$ cat config.mk
export PLATFORM = sky130hd
export DESIGN_NAME = rx_shifter
export DESIGN_NICKNAME = d
export VERILOG_FILES = /design/src/rtl/rx_shifter.sv
export SDC_FILE = /design/constraint.sdc
export NUM_CORES = 1
export LEC_CHECK = 0
export ABC_AREA = 1
export CORE_ASPECT_RATIO = 1.5
export CORE_MARGIN = 5
export CORE_UTILIZATION = 40
export CTS_BUF_LIST = sky130_fd_sc_hd__clkbuf_16
export DETAILED_ROUTE_END_ITERATION = 10
export PLACE_DENSITY_LB_ADDON = 0.1
export SYNTH_ARGS = -nofsm -noshare
export SYNTH_HDL_FRONTEND = slang
export SYNTH_SLANG_ARGS = --single-unit
export TNS_END_PERCENT = 10
$ cat constraint.sdc
create_clock -name clk -period 3.6 [get_ports clk]
set_input_delay 0.72 -clock clk [delete_from_list [all_inputs] [get_ports clk]]
set_output_delay 0.72 -clock clk [all_outputs]
set_load 0.05 [all_outputs]
$ cat src/rtl/rx_shifter.sv
// UART receive front-end: 2-flop sync, start qualification, LSB-first deserialiser; rx_valid 1 cycle after last data sample, no backpressure.
// Optional build macro RX_MAJORITY_EN: 2-of-3 majority per data bit and a two-sample start check, with identical timing.
module rx_shifter #(
  parameter int OVERSAMPLE = 8,
  parameter int DATA_BITS  = 8
) (
  input  logic                 clk,
  input  logic                 rst,
  input  logic                 rx_datain,
  output logic [DATA_BITS-1:0] rx_data,
  output logic                 checkstop,
  output logic                 rx_valid,
  output logic                 busy
);

  localparam int CW = $clog2(OVERSAMPLE);
  localparam int BW = $clog2(DATA_BITS + 1);
  localparam logic [CW-1:0] CNT_LAST = CW'(OVERSAMPLE - 1);
  localparam logic [CW-1:0] CNT_HALF = CW'(OVERSAMPLE / 2 - 1);
  localparam logic [BW-1:0] BIDX_LAST = BW'(DATA_BITS - 1);

  typedef enum logic [2:0] {IDLE, START, DATA, STOPW, STOP} state_t;

  state_t               state, state_nxt;
  logic                 sync1, rx_s;
  logic [CW-1:0]        cnt, cnt_nxt;
  logic [BW-1:0]        bidx, bidx_nxt;
  logic [DATA_BITS-1:0] shift, shift_nxt;
  logic                 load;
  logic                 armed;
  logic                 bit_val;
  logic                 start_ok;

`ifdef RX_MAJORITY_EN
  localparam logic [CW-1:0] CNT_HALF_PRE = CW'(OVERSAMPLE / 2 - 2);
  localparam logic [CW-1:0] CNT_M3       = CW'(OVERSAMPLE - 3);
  localparam logic [CW-1:0] CNT_M2       = CW'(OVERSAMPLE - 2);
  logic maj_a, maj_b, start_lo;

  always_ff @(posedge clk or posedge rst) begin
    if (rst) begin
      maj_a    <= 1'b0;
      maj_b    <= 1'b0;
      start_lo <= 1'b0;
    end else begin
      if (state == DATA && cnt == CNT_M3) maj_a <= rx_s;
      if (state == DATA && cnt == CNT_M2) maj_b <= rx_s;
      if (state == START && cnt == CNT_HALF_PRE) start_lo <= ~rx_s;
    end
  end

  assign bit_val  = (maj_a & maj_b) | (maj_a & rx_s) | (maj_b & rx_s);
  assign start_ok = ~rx_s & start_lo;
`else
  assign bit_val  = rx_s;
  assign start_ok = ~rx_s;
`endif

  assign busy = (state != IDLE);

  always_comb begin
    state_nxt = state;
    cnt_nxt   = cnt + 1'b1;
    bidx_nxt  = bidx;
    shift_nxt = shift;
    load      = 1'b0;
    case (state)
      IDLE: begin
        cnt_nxt = '0;
        if (!rx_s) state_nxt = START;
      end
      START: begin
        if (cnt == CNT_HALF) begin
          cnt_nxt = '0;
          if (start_ok && armed) begin
            state_nxt = DATA;
            bidx_nxt  = '0;
          end else begin
            state_nxt = IDLE;
          end
        end
      end
      DATA: begin
        if (cnt == CNT_LAST) begin
          cnt_nxt   = '0;
          shift_nxt = {bit_val, shift[DATA_BITS-1:1]};
          bidx_nxt  = bidx + 1'b1;
          if (bidx == BIDX_LAST) begin
            load      = 1'b1;
            state_nxt = STOPW;
          end
        end
      end
      STOPW: begin
        if (cnt == CNT_HALF) begin
          cnt_nxt   = '0;
          state_nxt = STOP;
        end
      end
      STOP: begin
        if (cnt == CNT_LAST) begin
          cnt_nxt   = '0;
          state_nxt = IDLE;
        end
      end
      default: begin
        cnt_nxt   = '0;
        state_nxt = IDLE;
      end
    endcase
  end

  // armed: line seen high since the last accepted start. A held-low line (break)
  // keeps it clear, so START keeps aborting instead of assembling phantom bytes.
  always_ff @(posedge clk or posedge rst) begin
    if (rst) begin
      sync1     <= 1'b1;
      rx_s      <= 1'b1;
      state     <= IDLE;
      cnt       <= '0;
      bidx      <= '0;
      shift     <= '0;
      rx_data   <= '0;
      rx_valid  <= 1'b0;
      checkstop <= 1'b0;
      armed     <= 1'b1;
    end else begin
      sync1     <= rx_datain;
      rx_s      <= sync1;
      state     <= state_nxt;
      cnt       <= cnt_nxt;
      bidx      <= bidx_nxt;
      shift     <= shift_nxt;
      rx_valid  <= load;
      checkstop <= (state_nxt == STOP);
      if (load) rx_data <= shift_nxt;
      if (state == START && state_nxt == DATA) armed <= 1'b0;
      else if (rx_s) armed <= 1'b1;
    end
  end

endmodule

==> summary.md <==
| Metric | Value |
|---|---|
| Fin crit share | `72.0%` |
| Period minus WS final | `2590 ps` |
| Final net count | `174` |
| Post-route ant nets | `0` |
| WL/cell | `12.4 µm` |
| Total congestion overflow | `0` |
| CTS tree | `built` |
| Leak | `0.818 nW` |
| Place WS | `1290 ps` |
| Post-route design area | `0.00168 mm²` |
| Post-layout util | `50.0%` |
| Via count | `1009` |
| Sink Count | `30` |
| Worst setup startpoint | `state[1]$_DFF_PP0_` |
| Die area | `0.00470 mm²` |
| Hold Path Depth | `0` |
| GRT Util Overall | `12.8%` |
| Synthesized cell area | `0.00137 mm²` |
| 1st-pass router iterations | `4` |
| Placed instance area | `0.00154 mm²` |
| GR Layer Usage met3 | `3.93%` |
| Largest net degree at the start of global routing | `31` |
| WHS Endpoint | `bit_val$_DFF_PP1_` |
| Yosys warns | `0` |
| Reg2reg end | `rx_data[3]$_DFFE_PP0P_` |
| Worst r2r path cells | `7` |
| CTS buffer count | `5` |
| Die height | `81.5 µm` |
| Starting Density | `40.7%` |
| Initial DRC Count | `34` |
| Synth top area cells | `dfrtp_1 (49%), nand2_1 (13%), dfstp_2 (5.8%)` |
| Cell Rows | `26` |
| Final WL | `2.59 mm` |
| Final setup violation count | `0` |
| Yosys reg bits | `30` |
| Rel. slew slack | `66.9%` |
| HP Class | `register to register` |
| Clk root buf | `clkbuf_16` |
| Unrepaired setup endpoints after global routing | `no` |
| First-pass GRT wire length | `4.52 mm` |
| IO Pins | `14` |
| GRT Max-Usage Layer | `met2` |
| Pwr Density | `593 mW/mm²` |
| Synth area leader | `dfrtp_1` |
| GRT met2 Usage | `22.9%` |
| H-tree depth | `2` |
| Vias in the first global route | `1027` |
| Die X-Extent | `57.7 µm` |
| Maximum VDD drop | `0.273 mV` |
| Remaining DRCs | `0` |
| Final Max Slew Viols | `0` |
| Reg clk slew, reported paths | `50 ps` |
| Distinct cells, synth | `24` |
| Fillers | `318` |
| Hold buffers post-CTS | `0` |
| CP Class | `register to output pin` |
| Crit-path max FO | `6` |
| Antenna diodes | `0` |
| Reg area | `754 µm²` |
| Area occupied by multi-input gates | `523 µm²` |
| Most common cell after layout, fill and taps aside | `nand2_1` |
| Setup ws final | `1010 ps` |
| Post-synthesis sequential area ratio | `55.3%` |
| Slew at the pin closest to its max-slew limit | `495 ps` |
| GRT met1 Usage | `13.2%` |
| Port buffer count | `13` |
| Max Fclk | `0.386 GHz` |
| Crit path arrival time | `1870 ps` |
| Synthesized area per cell | `9.35 µm²` |
| GP Congestion | `0.884` |
| Post-synthesis net count | `155` |
| Max Cap Viol | `0` |
| Antenna violations before repair | `0` |
| WHS | `358 ps` |
| Worst min-delay path startpoint | `sync1$_DFF_PP1_` |
| Setup crit end kind | `output pin` |
| Via density | `4.85` |
| Max Root-Sink Buffers | `2` |
| Setup bufs post-CTS | `0` |
| Gates resized, CTS repair | `0` |
| Syn Inst Count | `146` |
| Share of cells above drive strength 1 | `13.9%` |
| Setup TNS | `0 ps` |
| Worst Skew | `4.85 ps` |
| Outcome | `completed` |
| Final Hold Viols | `0` |
| Worst skew pair latency | `270 ps` |
| Reg2reg start | `cnt[0]$_DFF_PP0_` |
| Synth top area share | `49.5%` |
| Worst EP required | `2880 ps` |
| Core area | `0.00335 mm²` |
| R2R Setup Slk | `1910 ps` |
| Most frequent cells in the layout | `nand2_1 (47), dfrtp_1 (27), inv_1 (19)` |
| Worst setup SP type | `register` |
| Synthesis-to-layout area growth | `22.7%` |
| DP HPWL | `1.90 mm` |
## worst max-delay path, cell delays in order, from the launching register on
cell,delay (ps)
dfrtp_1,430
inv_1,170
nand2_1,100
nor2_1,140
inv_1,60
clkdlybuf4s50_1,690
## area by class of cell
cell class              count  area share, %
flip-flops and latches     30           45.0
multi-input cells          95           31.2
repair buffers             14           8.22
clock buffers               5           7.47
inverters                  19           4.26
well taps                  42           3.14
clock inverters             3          0.672
## worst max path at each step
stage           end  depth (start not counted)
6_report       busy                          5
5_1_grt        busy                          5
4_1_cts        busy                          5
3_5_place_dp   busy                          5
3_3_place_gp   busy                          5
2_1_floorplan  busy                          4
## flip-flops by register name, summed over array words and instances (netlist names)
signal,flops
checkstop,1
rx_data,8
cnt,3
rx_valid,1
sync1,1
bidx,4
shift,7
armed,1
state,3
bit_val,1
## where the power goes
group	total, mW	internal (mW)	switching, mW
Combinational	0.214	0.0653	0.149
Sequential	0.403	0.375	0.0285
Clock	0.376	0.247	0.129
Total	0.993	0.687	0.306
## metrics by stage
step / std cells / power (mW)
2_1_floorplan: 146 / 0.562
3_3_place_gp: 200 / 0.614
3_5_place_dp: 200 / 0.624
4_1_cts: 208 / 1.01
5_1_grt: 208 / 1.05
6_report: 208 / 0.993
## metal layers
| metal | vias to the layer above | wire [µm] |
|---|---|---|
| met5 | - | 0 |
| met4 | 0 | 63 |
| met3 | 8 | 88 |
| met2 | 12 | 1380 |
| met1 | 491 | 1050 |
| li1 | 498 | - |
## Yosys cell counts (all sizes together)
master / n
dfrtp: 27
nand4: 3
o21ai: 15
xnor2: 1
nor2: 7
nand3: 11
ha: 6
inv: 19
o211ai: 1
a21boi: 1
nand2: 48
a21oi: 1
buf: 2
nand3b: 1
dfstp: 3
## kinds of logic after synthesis
kind of cell / after synthesis / synth area share, %
compound gates: 18 / 8.34
xor+xnor: 1 / 0.642
fa+ha+maj: 6 / 5.50
buf+inv: 21 / 6.42
flops: 30 / 55.3
simple gates: 70 / 23.8
No activity file was read; power rests on OpenSTA's default activity.
==> patch 1: new RTL, same settings <==
Take the reset off `shift` and load it in a clocked block of its own.
--- a/src/rtl/rx_shifter.sv
+++ b/src/rtl/rx_shifter.sv
@@ -119,7 +119,6 @@
       state     <= IDLE;
       cnt       <= '0;
       bidx      <= '0;
-      shift     <= '0;
       rx_data   <= '0;
       rx_valid  <= 1'b0;
       checkstop <= 1'b0;
@@ -130,7 +129,6 @@
       state     <= state_nxt;
       cnt       <= cnt_nxt;
       bidx      <= bidx_nxt;
-      shift     <= shift_nxt;
       rx_valid  <= load;
       checkstop <= (state_nxt == STOP);
       if (load) rx_data <= shift_nxt;
@@ -139,5 +137,9 @@
     end
   end
 
+  always_ff @(posedge clk) begin
+    shift <= shift_nxt;
+  end
+
 endmodule
 
Behaviour: no difference found for any inputs over 10 cycles, from zero or initial values and one cycle with rst high; that may be too few to reach the edited logic, so the function may still have changed.
==> patch 1 against the original RTL <==
- clock skew rose by 0.00099 ns
- area after synthesis fell by 4.9%
- sequential share of layout area fell by 0.11 points
- sequential cell count did not move
- register-to-register slack got worse by 0.08 ns
- first-iteration DRC count fell by 56%
- power rose by 0.40%
- worst setup slack improved by 0.081 ns
- die area fell by 4.1%
- final area fell by 4.4%
- non-clock buffer count fell by 1
- routed wire length fell by 9.0%
- largest cell class unchanged
==> patch 1: results (changes against the original RTL) <==
** Outcome
- Result of the run :: completed (unchanged)

** Drt
- Violation count after the first detailed-route iteration :: 15 (was 34)
- The number of vias after detailed routing came to 971 (was 1009).
- The average wire per standard cell was 11.4 µm (was 12.4 µm).

** Final layout
- The fraction of layout instances using a drive strength above 1 was 0.102 (was 0.139).
- The number of non-filler instances in the completed layout came to 207 (was 208).
- Synthesis-to-finish area growth :: 23.3% (was 22.7%)
- The final-layout fill cell count came to 323 (was 318).

** Placed design
- HPWL after detailed placement :: 1770 µm (was 1900 µm)
- The weighted congestion reported at the end of routability-driven placement was 0.820 (was 0.884).
- Area of placed instances :: 1460 µm² (was 1540 µm²)
- The pre-CTS worst setup slack is 1.37 ns (was 1.29 ns).

** Power
- The worst ir drop on vdd is 0.436 mV (was 0.273 mV).
- The reported net switching power is 303 µW (was 306 µW).
- The static power due to leakage came to 0.819 nW (was 0.818 nW).

** Synthesis
- Most instantiated cells after synthesis: 47 x sky130_fd_sc_hd__nand2_1, 20 x sky130_fd_sc_hd__dfrtp_1, 18 x sky130_fd_sc_hd__inv_1 (was 47 x sky130_fd_sc_hd__nand2_1, 27 x sky130_fd_sc_hd__dfrtp_1, 16 x sky130_fd_sc_hd__inv_1).
- Top cells by area, synth: sky130_fd_sc_hd__dfrtp_1 39%, sky130_fd_sc_hd__nand2_1 14%, sky130_fd_sc_hd__dfxtp_1 11% (was sky130_fd_sc_hd__dfrtp_1 49%, sky130_fd_sc_hd__nand2_1 13%, sky130_fd_sc_hd__dfstp_2 5.8%).
- The unique cell type count in the Yosys netlist was 22 (was 24).
- Register area share after synthesis :: 0.554 (was 0.553)

** Global routing
- Largest net degree at the start of global routing :: 24 (was 31)
- Vias in the first global route :: 982 (was 1027)
- The global router's overall resource usage came to 0.124 (was 0.128).
- The wire length of the first global-routing pass came to 4220 µm (was 4520 µm).

** Timing
- The transition time of the tightest slew-check pin is 0.883 ns (was 0.495 ns).
- Clock skew :: 0.00584 ns (was 0.00485 ns)

** Critical path
- Worst path arrival time :: 1.79 ns (was 1.87 ns)
- The reg-to-reg critical path endpoint is bidx[2]$_DFFE_PP0P_ (was rx_data[3]$_DFFE_PP0P_).
## patch 1: changes by cell type after synthesis, sizes merged
cell    delta
dfrtp      -7
dfxtp      +7
inv        +2
nor2       +2
nand3b     -1
nor3       +1
o21ai      -1
xnor2      -1
## patch 1: layer usage
layer / vias up / wire (µm) / global-route usage
met5: - / 0 / 0
met4: 0 / 57 / 0.0689
met3: 7 / 133 / 0.0550
met2: 15 / 1200 / 0.209
met1: 449 / 963 / 0.125
li1: 500 / - / -
## patch 1: layout make-up
cell class                 instances  area share
clock buffer                       5      0.0781
multi-input combinational         95       0.302
sequential                        30       0.449
timing repair buffer              13      0.0812
tap                               40      0.0312
inverter                          21      0.0492
clock inverter                     3     0.00859
## patch 1: cells by family (layout without fill, tap and decap cells)
family	Yosys count	count (layout)	synth area share
buffers and inverters	23	42	0.0732
and+or+nand+nor	72	72	0.246
DFF	30	30	0.554
AOI/OAI and AO/OA	17	17	0.0694
adders and majority gates	6	6	0.0578
==> patch 2: new RTL, config.mk and constraints unchanged <==
Made on the original files. `OVERSAMPLE`: 8 -> 16.
--- a/src/rtl/rx_shifter.sv
+++ b/src/rtl/rx_shifter.sv
@@ -1,7 +1,7 @@
 // UART receive front-end: 2-flop sync, start qualification, LSB-first deserialiser; rx_valid 1 cycle after last data sample, no backpressure.
 // Optional build macro RX_MAJORITY_EN: 2-of-3 majority per data bit and a two-sample start check, with identical timing.
 module rx_shifter #(
-  parameter int OVERSAMPLE = 8,
+  parameter int OVERSAMPLE = 16,
   parameter int DATA_BITS  = 8
 ) (
   input  logic                 clk,
Behaviour: not the same (Yosys sat finds a counterexample within 10 cycles, from zero or initial values and one cycle with rst high).
==> patch 2 against the original RTL <==
- routed wire length shrank 1.7%
- area after synthesis grew 4.5%
- final area grew 3.4%
- combinational power grew 17%
- sequential cell count grew 1
- first-iteration DRC count shrank 12%
- power grew 7.7%
- worst setup slack gained 0.073 ns
- largest power group unchanged
==> patch 2: results (changes against the original RTL) <==
** Global routing
- Largest net degree at the start of global routing :: 32 (was 31)
- The met3 routing resource usage after global routing came to 0.0404 (was 0.0393).
- Tot GR Track Use :: 0.123 (was 0.128)

** Synthesis
- Total nets after synthesis :: 154 (was 155)
- The synthesized-area fraction occupied by ao, oa, aoi and oai cells came to 0.118 (was 0.0834).
- Fraction of the mapped netlist area in adder cells :: 0.0175 (was 0.0550)
- Register area share after synthesis :: 0.546 (was 0.553)
- Post-synthesis area per instance :: 9.57 µm² (was 9.35 µm²)
- Most instantiated cells after synthesis: 32 x sky130_fd_sc_hd__nand2_1, 28 x sky130_fd_sc_hd__dfrtp_1, 20 x sky130_fd_sc_hd__inv_1 (was 47 x sky130_fd_sc_hd__nand2_1, 27 x sky130_fd_sc_hd__dfrtp_1, 16 x sky130_fd_sc_hd__inv_1).

** Critical path
- The highest fanout seen on the critical path was 5 (was 6).
- The data arrival time at the worst-slack endpoint came to 1.80 ns (was 1.87 ns).
- Delay of the slowest critical-path stage :: 0.80 ns (was 0.69 ns)

** Drt
- Routed wire length on met2 :: 1300 µm (was 1380 µm)
- Violation count after the first detailed-route iteration :: 30 (was 34)
- The via-per-instance ratio is 4.61 (was 4.85).
- The average wire per standard cell came to 12.0 µm (was 12.4 µm).
- The final wirelength was 2540 µm (was 2590 µm).

** Power
- The worst ir drop on vdd was 0.412 mV (was 0.273 mV).
- Power density relative to cell area :: 618 nW/µm² (was 593 nW/µm²)
- Power drawn by the combinational cells :: 250 µW (was 214 µW)
- The internal cell power is 731 µW (was 687 µW).
- The flip-flop and latch power was 437 µW (was 403 µW).
- Leakage :: 0.828 nW (was 0.818 nW)

** Final layout
- Share of final layout cell area taken by non-clock buffers :: 0.0795 (was 0.0822)
- Registers with the most flip-flops :: rx_data (8), shift (7) (was rx_data (8), shift (7), bidx (4))
- The final-layout fill cell count was 333 (was 318).
- The number of nets in the final layout was 173 (was 174).
- The number of multi-input logic gates came to 94 (was 95).
- Share of cells above drive strength 1 :: 0.249 (was 0.139)

** Outcome
- Result of the run :: completed (unchanged)

** Placed design
- Total instance count after detailed placement :: 203 (was 200)
- Area of placed instances :: 1590 µm² (was 1540 µm²)
- HPWL after detailed placement :: 1840 µm (was 1900 µm)
- The weighted congestion reported at the end of routability-driven placement came to 0.764 (was 0.884).

** Timing
- Measured slew at the worst slew-check pin :: 0.499 ns (was 0.495 ns)
- The final clock skew came to 0.00787 ns (was 0.00485 ns).

** Floorplan
- Overall die area :: 4880 µm² (was 4700 µm²)

** Clock network
- Sinks on the clock net :: 31 (was 30)
patch 2: cell count changes after synthesis, moves of 3 or more:
cell | unedited run | this run
sky130_fd_sc_hd__a21oi_1 | 1 | 4
sky130_fd_sc_hd__and2_1 | 0 | 3
sky130_fd_sc_hd__ha_1 | 6 | 2
sky130_fd_sc_hd__inv_1 | 16 | 20
sky130_fd_sc_hd__nand2_1 | 47 | 32
sky130_fd_sc_hd__nand2_2 | 1 | 8
sky130_fd_sc_hd__nand3_1 | 9 | 6
sky130_fd_sc_hd__nor2_1 | 5 | 9
sky130_fd_sc_hd__nor2_2 | 1 | 4
sky130_fd_sc_hd__o21ai_0 | 9 | 1
sky130_fd_sc_hd__o21ai_2 | 5 | 14
patch 2: stage by stage:
stage	utilization	setup WS, ns
CTS	0.507	1.07
floorplan	-	1.98
global placement	0.467	1.41
detailed placement	0.467	1.37
global route	0.507	1.02
finish	0.507	1.08
